$ cat src/rtl/alu_flag_wb.sv
// ALU write-back buffer: queues ALU results, drains them into the register file
// in order, and commits the flag subset each operation class is allowed to update.
module alu_flag_wb #(
  parameter int WIDTH = 16,
  parameter int DEPTH = 2
) (
  input  logic             clk,
  input  logic             reset_n,
  input  logic             in_valid,
  output logic             in_ready,
  input  logic [7:0]       in_op,
  input  logic [WIDTH-1:0] in_result,
  input  logic [3:0]       in_dest,
  input  logic [4:0]       in_flags,
  input  logic             rf_ready,
  output logic             rf_we,
  output logic [3:0]       rf_waddr,
  output logic [WIDTH-1:0] rf_wdata,
  input  logic [3:0]       cond,
  output logic             cond_true,
  output logic [4:0]       psr,
  output logic             flags_pending
);

  localparam int PW = (DEPTH > 1) ? $clog2(DEPTH) : 1;
  localparam int CW = $clog2(DEPTH + 1);
  localparam logic [PW-1:0] LAST = PW'(DEPTH - 1);
  localparam logic [CW-1:0] FULL = CW'(DEPTH);

  // Flag masks, bit order {C,L,F,Z,N}
  localparam logic [4:0] M_CFN = 5'b10101;
  localparam logic [4:0] M_C   = 5'b10000;
  localparam logic [4:0] M_LZN = 5'b01011;

  // Returns {W, M}; the write enable and flag mask are decoded once at push time.
  function automatic logic [5:0] classify(input logic [7:0] op);
    logic [3:0] cls;
    logic [3:0] sub;
    cls = op[7:4];
    sub = op[3:0];
    if (op == 8'h05 || op == 8'h09 || cls == 4'h5 || cls == 4'h9)
      classify = {1'b1, M_CFN};
    else if (op == 8'h06 || op == 8'h07 || cls == 4'h6)
      classify = {1'b1, M_C};
    else if (op == 8'h0B || cls == 4'hB)
      classify = {1'b0, M_LZN};
    else if (op == 8'h01 || op == 8'h02 || op == 8'h03 || op == 8'h0D || op == 8'h0E ||
             cls == 4'h1 || cls == 4'h2 || cls == 4'h3 || cls == 4'hD || cls == 4'hF ||
             (cls == 4'h8 && (sub <= 4'h4 || sub == 4'h6)) || op == 8'h40)
      classify = {1'b1, 5'b00000};
    else
      classify = 6'b000000;
  endfunction

  logic [WIDTH-1:0] r_res [DEPTH];
  logic [3:0]       r_dst [DEPTH];
  logic [4:0]       r_flg [DEPTH];
  logic [4:0]       r_msk [DEPTH];
  logic [DEPTH-1:0] r_vld;
  logic [DEPTH-1:0] r_wen;
  logic [PW-1:0]    r_rd_ptr;
  logic [PW-1:0]    r_wr_ptr;
  logic [CW-1:0]    r_count;
  logic [4:0]       r_psr;

  logic [5:0] w_cls;
  logic       w_push;
  logic       w_pop;
  logic       w_head_vld;
  logic       w_head_we;
  logic [4:0] w_head_msk;

  assign w_cls      = classify(in_op);
  assign in_ready   = (r_count < FULL);
  assign w_push     = in_valid && in_ready;
  assign w_head_vld = r_vld[r_rd_ptr];
  assign w_head_we  = r_wen[r_rd_ptr];
  assign w_head_msk = r_msk[r_rd_ptr];
  assign w_pop      = w_head_vld && (!w_head_we || rf_ready);

  assign rf_we    = w_head_vld && w_head_we;
  assign rf_waddr = rf_we ? r_dst[r_rd_ptr] : 4'd0;
  assign rf_wdata = rf_we ? r_res[r_rd_ptr] : '0;
  assign psr      = r_psr;

  always_comb begin
    flags_pending = 1'b0;
    for (int i = 0; i < DEPTH; i++)
      if (r_vld[i] && (r_msk[i] != 5'b00000)) flags_pending = 1'b1;
  end

  // Push and pop never address the same slot: a push into an empty buffer has no valid head.
  always_ff @(posedge clk or negedge reset_n) begin
    if (!reset_n) begin
      r_rd_ptr <= '0;
      r_wr_ptr <= '0;
      r_count  <= '0;
      r_psr    <= 5'b00000;
      r_vld    <= '0;
      r_wen    <= '0;
      for (int i = 0; i < DEPTH; i++) begin
        r_res[i] <= '0;
        r_dst[i] <= 4'd0;
        r_flg[i] <= 5'd0;
        r_msk[i] <= 5'd0;
      end
    end else begin
      if (w_push) begin
        r_res[r_wr_ptr] <= in_result;
        r_dst[r_wr_ptr] <= in_dest;
        r_flg[r_wr_ptr] <= in_flags;
        r_msk[r_wr_ptr] <= w_cls[4:0];
        r_wen[r_wr_ptr] <= w_cls[5];
        r_vld[r_wr_ptr] <= 1'b1;
        r_wr_ptr        <= (r_wr_ptr == LAST) ? '0 : r_wr_ptr + 1'b1;
      end
      if (w_pop) begin
        r_vld[r_rd_ptr] <= 1'b0;
        r_psr           <= (r_psr & ~w_head_msk) | (r_flg[r_rd_ptr] & w_head_msk);
        r_rd_ptr        <= (r_rd_ptr == LAST) ? '0 : r_rd_ptr + 1'b1;
      end
      if (w_push && !w_pop)      r_count <= r_count + 1'b1;
      else if (!w_push && w_pop) r_count <= r_count - 1'b1;
    end
  end

  always_comb begin
    case (cond)
      4'd0:    cond_true = r_psr[1];
      4'd1:    cond_true = !r_psr[1];
      4'd2:    cond_true = r_psr[4];
      4'd3:    cond_true = !r_psr[4];
      4'd4:    cond_true = r_psr[3];
      4'd5:    cond_true = !r_psr[3];
      4'd6:    cond_true = r_psr[0];
      4'd7:    cond_true = !r_psr[0];
      4'd8:    cond_true = r_psr[2];
      4'd9:    cond_true = !r_psr[2];
      4'd10:   cond_true = !r_psr[3] && !r_psr[1];
      4'd11:   cond_true = r_psr[3] || r_psr[1];
      4'd12:   cond_true = !r_psr[0] && !r_psr[1];
      4'd13:   cond_true = r_psr[0] || r_psr[1];
      4'd14:   cond_true = 1'b1;
      default: cond_true = 1'b0;
    endcase
  end

endmodule

$ cat config.mk
export PLATFORM = sky130hd
export DESIGN_NAME = alu_flag_wb
export DESIGN_NICKNAME = d
export VERILOG_FILES = /design/src/rtl/alu_flag_wb.sv
export SDC_FILE = /design/constraint.sdc
export NUM_CORES = 1
export LEC_CHECK = 0
export ABC_AREA = 1
export BUFFER_PORTS_ARGS = -buffer_cell sky130_fd_sc_hd__buf_2
export CELL_PAD_IN_SITES_DETAIL_PLACEMENT = 0
export CELL_PAD_IN_SITES_GLOBAL_PLACEMENT = 1
export CORE_MARGIN = 4
export CORE_UTILIZATION = 44
export CTS_CLUSTER_DIAMETER = 200
export DETAILED_ROUTE_END_ITERATION = 8
export PLACE_DENSITY = 0.93
export SLEW_MARGIN = 20
export SYNTH_ARGS = -nofsm -noshare
export SYNTH_HDL_FRONTEND = slang
export SYNTH_SLANG_ARGS = --single-unit
$ cat constraint.sdc
create_clock -name clk -period 2.7 [get_ports clk]
set_input_delay 0 -clock clk [delete_from_list [all_inputs] [get_ports clk]]
set_output_delay 0 -clock clk [all_outputs]
set_load 0.01 [all_outputs]
==> reports/qor.csv, run 1 <==
stage,metric,value,unit
yosys,main combinational cell family by area after synthesis,simple AND/OR/NAND/NOR gates,
final_layout,layout cells sized above 1,0.279,
global_routing,first-pass GRT wire length,14400,um
pwr,Leakage,2.42,nW
routing,vias per cell,4.88,
routing,DRT antenna net count,0,
placed_design,Post-DP Area,4170,um2
min_path,worst hold path type,in2reg,
routing,drt wl/cell,12.3,um
final_layout,Inserted Diodes,0,
worst_setup_path,element type at the critical path start,register,
timing,TNS Setup,0,ns
routing,# DRC,0,
yosys,register area share after synthesis,0.463,
die,Die W,101,um
yosys,synth top area cells,"dfrtp_1 (46%), nand2_1 (15%), o21ai_2 (10%)",
yosys,post-synth top area cell,dfrtp_1,
yosys,"Cell Area, Synth",3830,um2
global_routing,GRT Residual Overflow,0,
clock_tree,TritonCTS clock tree,done,
placed_design,DP Wirelength,5560,um
global_routing,vias in the first global route,3275,
final_layout,final net count,597,
final_layout,P&R area growth vs syn,21.0,%
yosys,"Avg Cell Area, Syn",8.26,um2
die,Rows,33,
timing,Max Slew Vio Count,0,
pwr,worst vdd ir,0.291,mV
routing,Detailed Route Iter0 Violations,148,
yosys,Synth top area share,0.463,
timing,Final Hold Fails,0,
yosys,post-synth cell types,33,
final_layout,"Core Util, Final",0.556,
worst_setup_path,Worst path max stage delay,0.77,ns
worst_setup_path,"CP delay by family, top",flip-flops,
die,Initial Utilization,0.460,
die,die footprint,10300,um2
timing,RSZ-0062 raised after global routing,no,
timing,final worst path period need,2.38,ns
yosys,"EDFF count, synth",0,
yosys,post-synthesis compound-gate area fraction,0.194,
global_routing,largest net degree at the start of global routing,56,
clock_tree,H-tree Lvls,3,
clock_tree,"Reg clk slew, reported paths",0.07,ns
worst_setup_path,CP arrival,2.38,ns
clock_tree,CTS Hold Bufs,27,
yosys,post-synthesis xor/xnor area fraction,0.00457,
final_layout,post-route cell area,4640,um2
yosys,"count leader, synth",nand2_1,
worst_setup_path,crit path kind,reg2out,
die,Core Box Area,8340,um2
timing,setup violators final,0,
worst_setup_path,worst path cell trace,nand2_1 -> o21ai_2 -> nand2_1 -> a21oi_1 -> buf_2,
flow_run,max-cap viol count,0,
yosys,simple-gate share of the synthesized area,0.212,
global_routing,initial antenna violation count,0,
worst_setup_path,critical path buffer and inverter count,1,
yosys,register bit total from synthesis,71,
routing,routed vias,3247,
yosys,post-synthesis cell count,464,
clock_tree,CTS Sinks,71,
yosys,post-synthesis mux area share,0.0131,
routing,DR pass1 iterations,6,
pwr,power density over the cells,444,nW/um2
die,boundary pin count,70,
clock_tree,post-CTS resize count,0,
placed_design,Placer Congestion,0.831,
timing,Fin Clk Skew,0.00896,ns
routing,total routed wirelength,8170,um
global_routing,overall global routing resource usage,0.173,
worst_setup_path,Most Frequent Cell on Critical Path,nand2_1,
worst_setup_path,largest fanout on the critical path,21,
yosys,syn nets,506,
yosys,Synth top cells by count,"nand2_1 (153), dfrtp_1 (71), inv_1 (60)",
timing,setup slack after layout,0.324,ns
placed_design,PortBufs,69,
timing,Slew @ Worst Pin,0.801,ns
timing,final period utilization,0.880,
clock_tree,clock buffer depth,2,
yosys,"FFs w/ async S/R, synth",1.00,
worst_setup_path,crit end category,primary output,
yosys,synth warn,0,
clock_tree,Post CTS Setup Buffer Count,0,
run_status,status,"finished, final reports clean",
worst_setup_path,Worst path slowest cell,dfrtp_1,
worst_setup_path,"Req. time, crit path",2.70,ns
yosys,Synth Area in Adders,0.00326,
clock_tree,Clock Latency Late Sink,0.35,ns
timing,f_max,0.421,GHz
die,die height,101,um
placed_design,pre-CTS setup slack,0.778,ns
clock_tree,CTS root buf,clkbuf_8,
timing,Slew headroom,0.466,
clock_tree,CTS Buf Count,9,
yosys,main flop type after synthesis,dfrtp_1,
-- routing by layer --
metal  vias to the layer above  global-route usage  share of wire
li1                       1646                   -              -
met1                      1525               0.211           0.44
met2                        66               0.301           0.50
met3                        10              0.0510          0.044
met4                         0              0.0419          0.011
met5                         -                   0              0
-- where the power goes --
group / internal [W] / leakage (nW) / switching, W
sequential: 0.00106 / 0.945 / 0
clock: 0.000450 / 0.0916 / 0.000394
combinational: 0.0000668 / 1.38 / 0.0000852
total: 0.00158 / 2.42 / 0.000479
-- sequential cells by signal, indices dropped and copies added, names as in the netlist, named ones only --
register  flops
r_count       2
r_dst         8
r_flg        10
r_msk         8
r_rd_ptr      1
r_res        32
r_vld         2
r_wen         2
r_wr_ptr      1
-- final timing paths --
check | slack (ns) | cells after the start | from | to
max in group asynchronous | 1.74 | 3 | reset_n | r_msk[9]
worst min-delay path | 0.10 | 5 | in_op[4] | r_msk[3]
worst min register to register | 0.48 | 1 | r_count[0] | r_count[0]
worst max register to register | 0.77 | 7 | r_rd_ptr | r_count[1]
min in group asynchronous | 0.27 | 2 | reset_n | r_res[3]
worst max-delay path | 0.32 | 5 | r_rd_ptr | rf_wdata[5]
-- final cells by class --
cell class / count / area [um2]
flip-flops and latches: 71 / 1780
clock buffers: 11 / 141
multi-input cells: 309 / 1640
repair buffers: 98 / 643
inverters: 66 / 253
well taps: 105 / 131
clock inverters: 5 / 57.6
fillers: 773 / 3700
-- cell usage in the layout (no fill, tap or decap), drive strengths merged --
cell / netlist / final
nand3: 9 / 9
o22ai: 2 / 2
clkinvlp: 0 / 3
ha: 1 / 1
nand2: 158 / 158
o21ai: 69 / 69
nor2: 25 / 25
xor2: 1 / 1
clkinv: 0 / 1
nand4: 1 / 1
o211ai: 2 / 2
or2: 1 / 1
dlygate4sd3: 0 / 27
o21a: 2 / 2
a21oi: 28 / 28
and2: 1 / 1
inv: 66 / 66
clkbuf: 0 / 11
mux2i: 5 / 5
dfrtp: 71 / 71
buf: 18 / 71
o41ai: 2 / 2
xnor2: 1 / 1
a22oi: 1 / 1
bufinv: 0 / 1
-- through the flow --
| stage | power [W] | cells | hold slack (ns) |
|---|---|---|---|
| global route | 0.00216 | 665 | 0.123 |
| detailed placement | 0.00121 | 622 | 0.134 |
| global placement | 0.00121 | 622 | 0.123 |
| finish | 0.00206 | 665 | 0.102 |
| floorplan | 0.00114 | 464 | -0.296 |
| CTS | 0.00208 | 665 | 0.0892 |
-- worst register-to-register path, stage by stage, from the launching register on --
cell	delay [ns]
dfrtp_1	0.77
nand2_1	0.15
o21ai_2	0.12
nand2_2	0.10
ha_1	0.31
a21oi_1	0.11
o21ai_0	0.10
xor2_1	0.15
-- kinds of logic after synthesis --
logic type / after synthesis
adders and majority gates: 1
buffers and inverters: 84
AOI/OAI and AO/OA: 106
muxes: 5
and+or+nand+nor: 195
DFF: 71
xor gates and xnor gates: 2
Note: power is estimated with default switching activity, not from simulation.
==> run 2: changes to the inputs <==
PLACE_DENSITY = unset   (was 0.93)
PLACE_DENSITY_LB_ADDON = 0.1   (was unset)
==> run 2 against run 1 <==
Cell area unchanged; total power up 1.4%; count of clock-buffer cells in the layout grew 2; worst hold slack gained 0.0065 ns; global-route usage grew 0.22 points; worst setup slack better by 0.27 ns; combinational power down 3%; register-to-register slack better by 0.21 ns; routed wire length grew 0.65%; critical endpoint is now rf_wdata[12]; largest cell class unchanged.
==> reports/qor.csv, run 2 (same netlist as run 1, synthesis figures left out) <==
stage,metric,value,unit
clock_tree,CTS root buf,clkbuf_8,
final_layout,final net count,597,
pwr,combinational share of power,0.071,
worst_setup_path,worst path cell trace,nand2_1 -> o21ai_2 -> nand2_1 -> a21oi_1 -> buf_2,
clock_tree,post-CTS resize count,0,
timing,Fin Clk Skew,0.00388,ns
die,boundary pin count,70,
pwr,switching share of power,0.221,
die,Die W,101,um
timing,TNS Setup,0,ns
global_routing,vias in the first global route,3118,
routing,# DRC,0,
die,die footprint,10300,um2
clock_tree,Post CTS Setup Buffer Count,0,
final_layout,biggest regs,"r_res: 32 flops, r_flg: 10 flops",
routing,DRT antenna net count,0,
worst_setup_path,crit end category,primary output,
routing,total routed wirelength,8230,um
pwr,Clock Power Share,0.420,
timing,Slew @ Worst Pin,0.905,ns
timing,Max Slew Vio Count,0,
worst_setup_path,element type at the critical path start,register,
clock_tree,H-tree Lvls,3,
timing,RSZ-0062 raised after global routing,no,
routing,DR pass1 iterations,5,
min_path,worst hold path type,in2reg,
worst_setup_path,largest fanout on the critical path,21,
final_layout,Inserted Diodes,0,
pwr,internal power,0.00163,W
global_routing,initial antenna violation count,0,
worst_setup_path,crit path kind,reg2out,
timing,setup slack after layout,0.599,ns
global_routing,overall global routing resource usage,0.175,
clock_tree,CTS Sinks,71,
timing,final period utilization,0.778,
worst_setup_path,Worst path slowest cell,dfrtp_1,
routing,drt wl/cell,12.4,um
pwr,power density over the cells,450,nW/um2
pwr,Leakage,2.43,nW
pwr,switching power of the nets,0.000461,W
final_layout,"Core Util, Final",0.556,
clock_tree,CTS Buf Count,9,
final_layout,"commonest cells after routing, fill and taps aside","nand2_1 (153), dfrtp_1 (71), buf_2 (68)",
placed_design,pre-CTS setup slack,0.935,ns
routing,routed vias,3124,
pwr,worst vdd ir,0.276,mV
final_layout,P&R area growth vs syn,21.0,%
routing,Detailed Route Iter0 Violations,103,
timing,final worst path period need,2.10,ns
die,die height,101,um
worst_setup_path,CP arrival,2.10,ns
die,Rows,33,
pwr,Seq pwr share,0.509,
global_routing,first-pass GRT wire length,14500,um
worst_setup_path,"Req. time, crit path",2.70,ns
timing,Slew headroom,0.396,
timing,f_max,0.476,GHz
clock_tree,"Reg clk slew, reported paths",0.07,ns
die,Initial Utilization,0.460,
clock_tree,clock buffer depth,2,
placed_design,DP Wirelength,5540,um
routing,vias per cell,4.70,
final_layout,Largest register FFs,32,
final_layout,Reg with most FFs,r_res,
placed_design,PortBufs,69,
placed_design,Placer Congestion,0.801,
worst_setup_path,Worst path max stage delay,0.59,ns
worst_setup_path,Most Frequent Cell on Critical Path,nand2_1,
timing,Final Hold Fails,0,
die,Core Box Area,8340,um2
clock_tree,TritonCTS clock tree,done,
run_status,status,"finished, final reports clean",
clock_tree,Clock Latency Late Sink,0.34,ns
final_layout,"most common cell after layout, fill and taps aside",nand2_1,
global_routing,GRT Residual Overflow,0,
final_layout,layout cells sized above 1,0.279,
timing,setup violators final,0,
global_routing,largest net degree at the start of global routing,72,
flow_run,max-cap viol count,0,
==> run 2: cell count changes in the layout (fill, tap and decap cells not counted) <==
cell	before	now
buf_12	1	0
buf_2	69	68
buf_4	1	3
clkbuf_8	10	12
clkinv_2	1	2
clkinvlp_4	3	0
==> run 2: power by group through the flow <==
stage          Clock (W)  Combinational [W]  Sequential, W
2_1_floorplan          0          0.0000523        0.00108
3_3_place_gp           0           0.000121        0.00108
3_5_place_dp           0           0.000121        0.00108
4_1_cts         0.000908           0.000152        0.00106
5_1_grt         0.000951           0.000170        0.00106
6_report        0.000877           0.000148        0.00106
==> run 2: path summary, 6_finish.rpt <==
kind	from	to	slack, ns	depth (start not counted)
setup / recovery	r_rd_ptr	rf_wdata[12]	0.60	5
hold / removal	in_op[4]	r_msk[3]	0.11	5
setup reg to reg	r_rd_ptr	r_count[1]	0.98	8
hold reg to reg	r_res[23]	r_res[23]	0.48	2
max in group asynchronous	reset_n	r_vld[0]	1.79	2
min in group asynchronous	reset_n	asynchronous set/reset pin	0.34	2
==> run 2: routing by layer <==
metal,vias to the layer above,global-route usage,wire [um],share of wire
li1,1643,-,-,-
met1,1422,0.240,4010,0.49
met2,57,0.282,3850,0.47
met3,2,0.0441,329,0.040
met4,0,0.0399,34,0.0041
met5,-,0,0,0
==> run 2: what timing repair did <==
| action | CTS | global route |
|---|---|---|
| hold buffers | 27 | 0 |
| hold endpoints to repair | 122 | 0 |
| endpoints found under the setup margin | 0 | 0 |
==> run 2: cell type report <==
| class | instances | area (um2) |
|---|---|---|
| clock buffers | 13 | 169 |
| clock inverters | 3 | 40.0 |
| fillers | 818 | 3700 |
| inverters | 66 | 253 |
| multi-input cells | 309 | 1640 |
| flip-flops and latches | 71 | 1780 |
| well taps | 105 | 131 |
| repair buffers | 98 | 633 |
==> run 2: metrics by stage <==
stage | power (W) | area (um2) | std cells | hold slack [ns]
6_report | 0.00209 | 4640 | 665 | 0.108
2_1_floorplan | 0.00114 | 3830 | 464 | -0.296
4_1_cts | 0.00212 | 4640 | 665 | 0.0992
3_5_place_dp | 0.00120 | 4160 | 622 | 0.196
3_3_place_gp | 0.00120 | 4160 | 622 | 0.193
5_1_grt | 0.00218 | 4640 | 665 | 0.120
==> run 2: critical path: cells and delay by family, from the launching register on <==
family / cells / cell delay [ns]
AOI/OAI and AO/OA: 2 / 0.41
buffers and inverters: 1 / 0.17
DFF: 1 / 0.59
and+or+nand+nor: 2 / 0.58
==> run 3: changes to the inputs <==
CORE_UTILIZATION = 41   (was 44)
clock period = 2 ns   (was 2.7 ns; I/O delays follow)
==> run 3 against run 2 <==
Count of clock-buffer cells in the layout down 2; register-to-register slack worse by 0.55 ns; via count down 0.13%; non-clock buffer count up 5; die area up 6.7%; routed wire length up 1.7%; global-route usage down 1.1 points; sequential share of layout area down 0.16 points; worst hold slack better by 0.0055 ns; largest power group unchanged.
==> reports/qor.csv, run 3 (same netlist as run 1, synthesis figures left out) <==
stage,metric,value,unit
clock_tree,TritonCTS clock tree,done,
die,die height,105,um
worst_setup_path,element type at the critical path start,register,
timing,final period utilization,0.887,
worst_setup_path,"Req. time, crit path",2.00,ns
timing,f_max,0.563,GHz
die,Die W,105,um
timing,Fin Clk Skew,0.00946,ns
final_layout,P&R area growth vs syn,21.5,%
placed_design,Placer Congestion,0.739,
global_routing,largest net degree at the start of global routing,46,
timing,hold_ws,0.114,ns
final_layout,layout cells sized above 1,0.283,
flow_run,max-cap viol count,0,
clock_tree,CTS Sinks,71,
die,Initial Utilization,0.419,
timing,RSZ-0062 raised after global routing,no,
timing,setup slack after layout,0.225,ns
routing,Detailed Route Iter0 Violations,136,
global_routing,GRT Residual Overflow,0,
final_layout,Reg with most FFs,r_res,
global_routing,first-pass GRT wire length,14700,um
global_routing,overall global routing resource usage,0.164,
pwr,power density over the cells,554,nW/um2
final_layout,final net count,602,
die,Rows,35,
min_path,worst hold path type,in2reg,
final_layout,"commonest cells after routing, fill and taps aside","nand2_1 (153), dfrtp_1 (71), buf_2 (68)",
global_routing,vias in the first global route,3131,
routing,drt wl/cell,12.4,um
routing,DRT antenna net count,0,
clock_tree,Clock Latency Late Sink,0.34,ns
final_layout,biggest regs,"r_res: 32 flops, r_flg: 10 flops",
final_layout,"non-filler cells, final",676,
placed_design,pre-CTS setup slack,0.369,ns
timing,setup violators final,0,
timing,TNS Setup,0,ns
worst_setup_path,Worst R2R Start,r_rd_ptr,
clock_tree,clock buffer depth,2,
final_layout,Largest register FFs,32,
run_status,status,"finished, final reports clean",
worst_setup_path,crit path kind,reg2out,
clock_tree,CTS Buf Count,9,
global_routing,initial antenna violation count,0,
worst_setup_path,crit end category,primary output,
clock_tree,"Reg clk slew, reported paths",0.07,ns
pwr,Leakage,2.45,nW
min_path,Min-Delay Path Depth,5,
pwr,worst vdd ir,0.394,mV
pwr,PnR Total Power,0.00258,W
die,boundary pin count,70,
final_layout,"most common cell after layout, fill and taps aside",nand2_1,
min_path,hold path start,in_op[4],
timing,Slew headroom,0.619,
placed_design,PortBufs,69,
worst_setup_path,Worst R2R End,r_count[1],
final_layout,multi-input logic area,1640,um2
min_path,Hold Path Sink,r_msk[3],
routing,routed vias,3120,
routing,# DRC,0,
placed_design,cell count after placement,633,
timing,Max Slew Vio Count,0,
routing,DR pass1 iterations,4,
die,die footprint,11000,um2
clock_tree,CTS root buf,clkbuf_8,
placed_design,DP Wirelength,5670,um
worst_setup_path,CP arrival,1.77,ns
routing,vias per cell,4.62,
timing,final worst path period need,1.77,ns
final_layout,Inserted Diodes,0,
final_layout,# fillers,894,
die,Core Box Area,9150,um2
clock_tree,H-tree Lvls,3,
worst_setup_path,largest fanout on the critical path,32,
routing,total routed wirelength,8370,um
timing,Final Hold Fails,0,
final_layout,Sequential Area,1780,um2
worst_setup_path,Reg2Reg Depth,8,
timing,Slew @ Worst Pin,0.571,ns
worst_setup_path,FF-to-FF setup slack,0.43,ns
==> run 3: cell types whose count changed in the layout (fill, tap and decap cells not counted), sizes merged <==
cell,before,now
bufinv,1,0
clkbuf,13,11
clkinv,2,5
buf,71,76
==> run 3: worst max-delay path by stage <==
stage	startpoint	to	cells after the start
floorplan	r_rd_ptr	r_count[1]	9
global placement	r_rd_ptr	register	7
detailed placement	r_rd_ptr	r_rd_ptr	4
CTS	r_rd_ptr	rf_wdata[5]	5
global route	r_rd_ptr	rf_wdata[1]	5
finish	r_rd_ptr	rf_wdata[1]	5
==> run 3: stage by stage <==
stage	cell area, um2	util
final	4660	0.509
after global routing	4660	0.509
after CTS	4660	0.509
after detailed placement	4230	0.462
after global placement	4230	0.462
after floorplan	3830	-
==> run 3: layout make-up <==
cell class,instances,area share
clock buffer,11,0.0282
clock inverter,5,0.00537
inverter,66,0.0548
multi-input combinational,309,0.351
sequential,71,0.381
tap,111,0.0298
timing repair buffer,103,0.149
==> run 3: power breakdown <==
part           total (W)  internal (W)  leakage [nW]  switching, W
clock network   0.000944      0.000440        0.0866      0.000504
registers        0.00144       0.00144         0.945             0
logic           0.000205     0.0000906          1.41      0.000115
==> run 3: critical path, cell delays in order (launching register included) <==
cell and delay [ns]:
dfrtp_1 0.44, buf_4 0.29, inv_4 0.29, nand2_1 0.09, a21oi_1 0.17, buf_2 0.16
==> run 3: timing repair <==
action,in CTS,in global routing
gates resized for setup,0,2
endpoints found under the setup margin,0,20
hold buffers,27,0
endpoints found under the hold margin,93,0
setup buffers,0,0
==> run 3: metal layers <==
layer	share of wire	wire [um]	track usage
met1	0.50	4180	0.222
met2	0.45	3790	0.266
met3	0.035	295	0.0358
met4	0.012	101	0.0450
met5	0	0	0
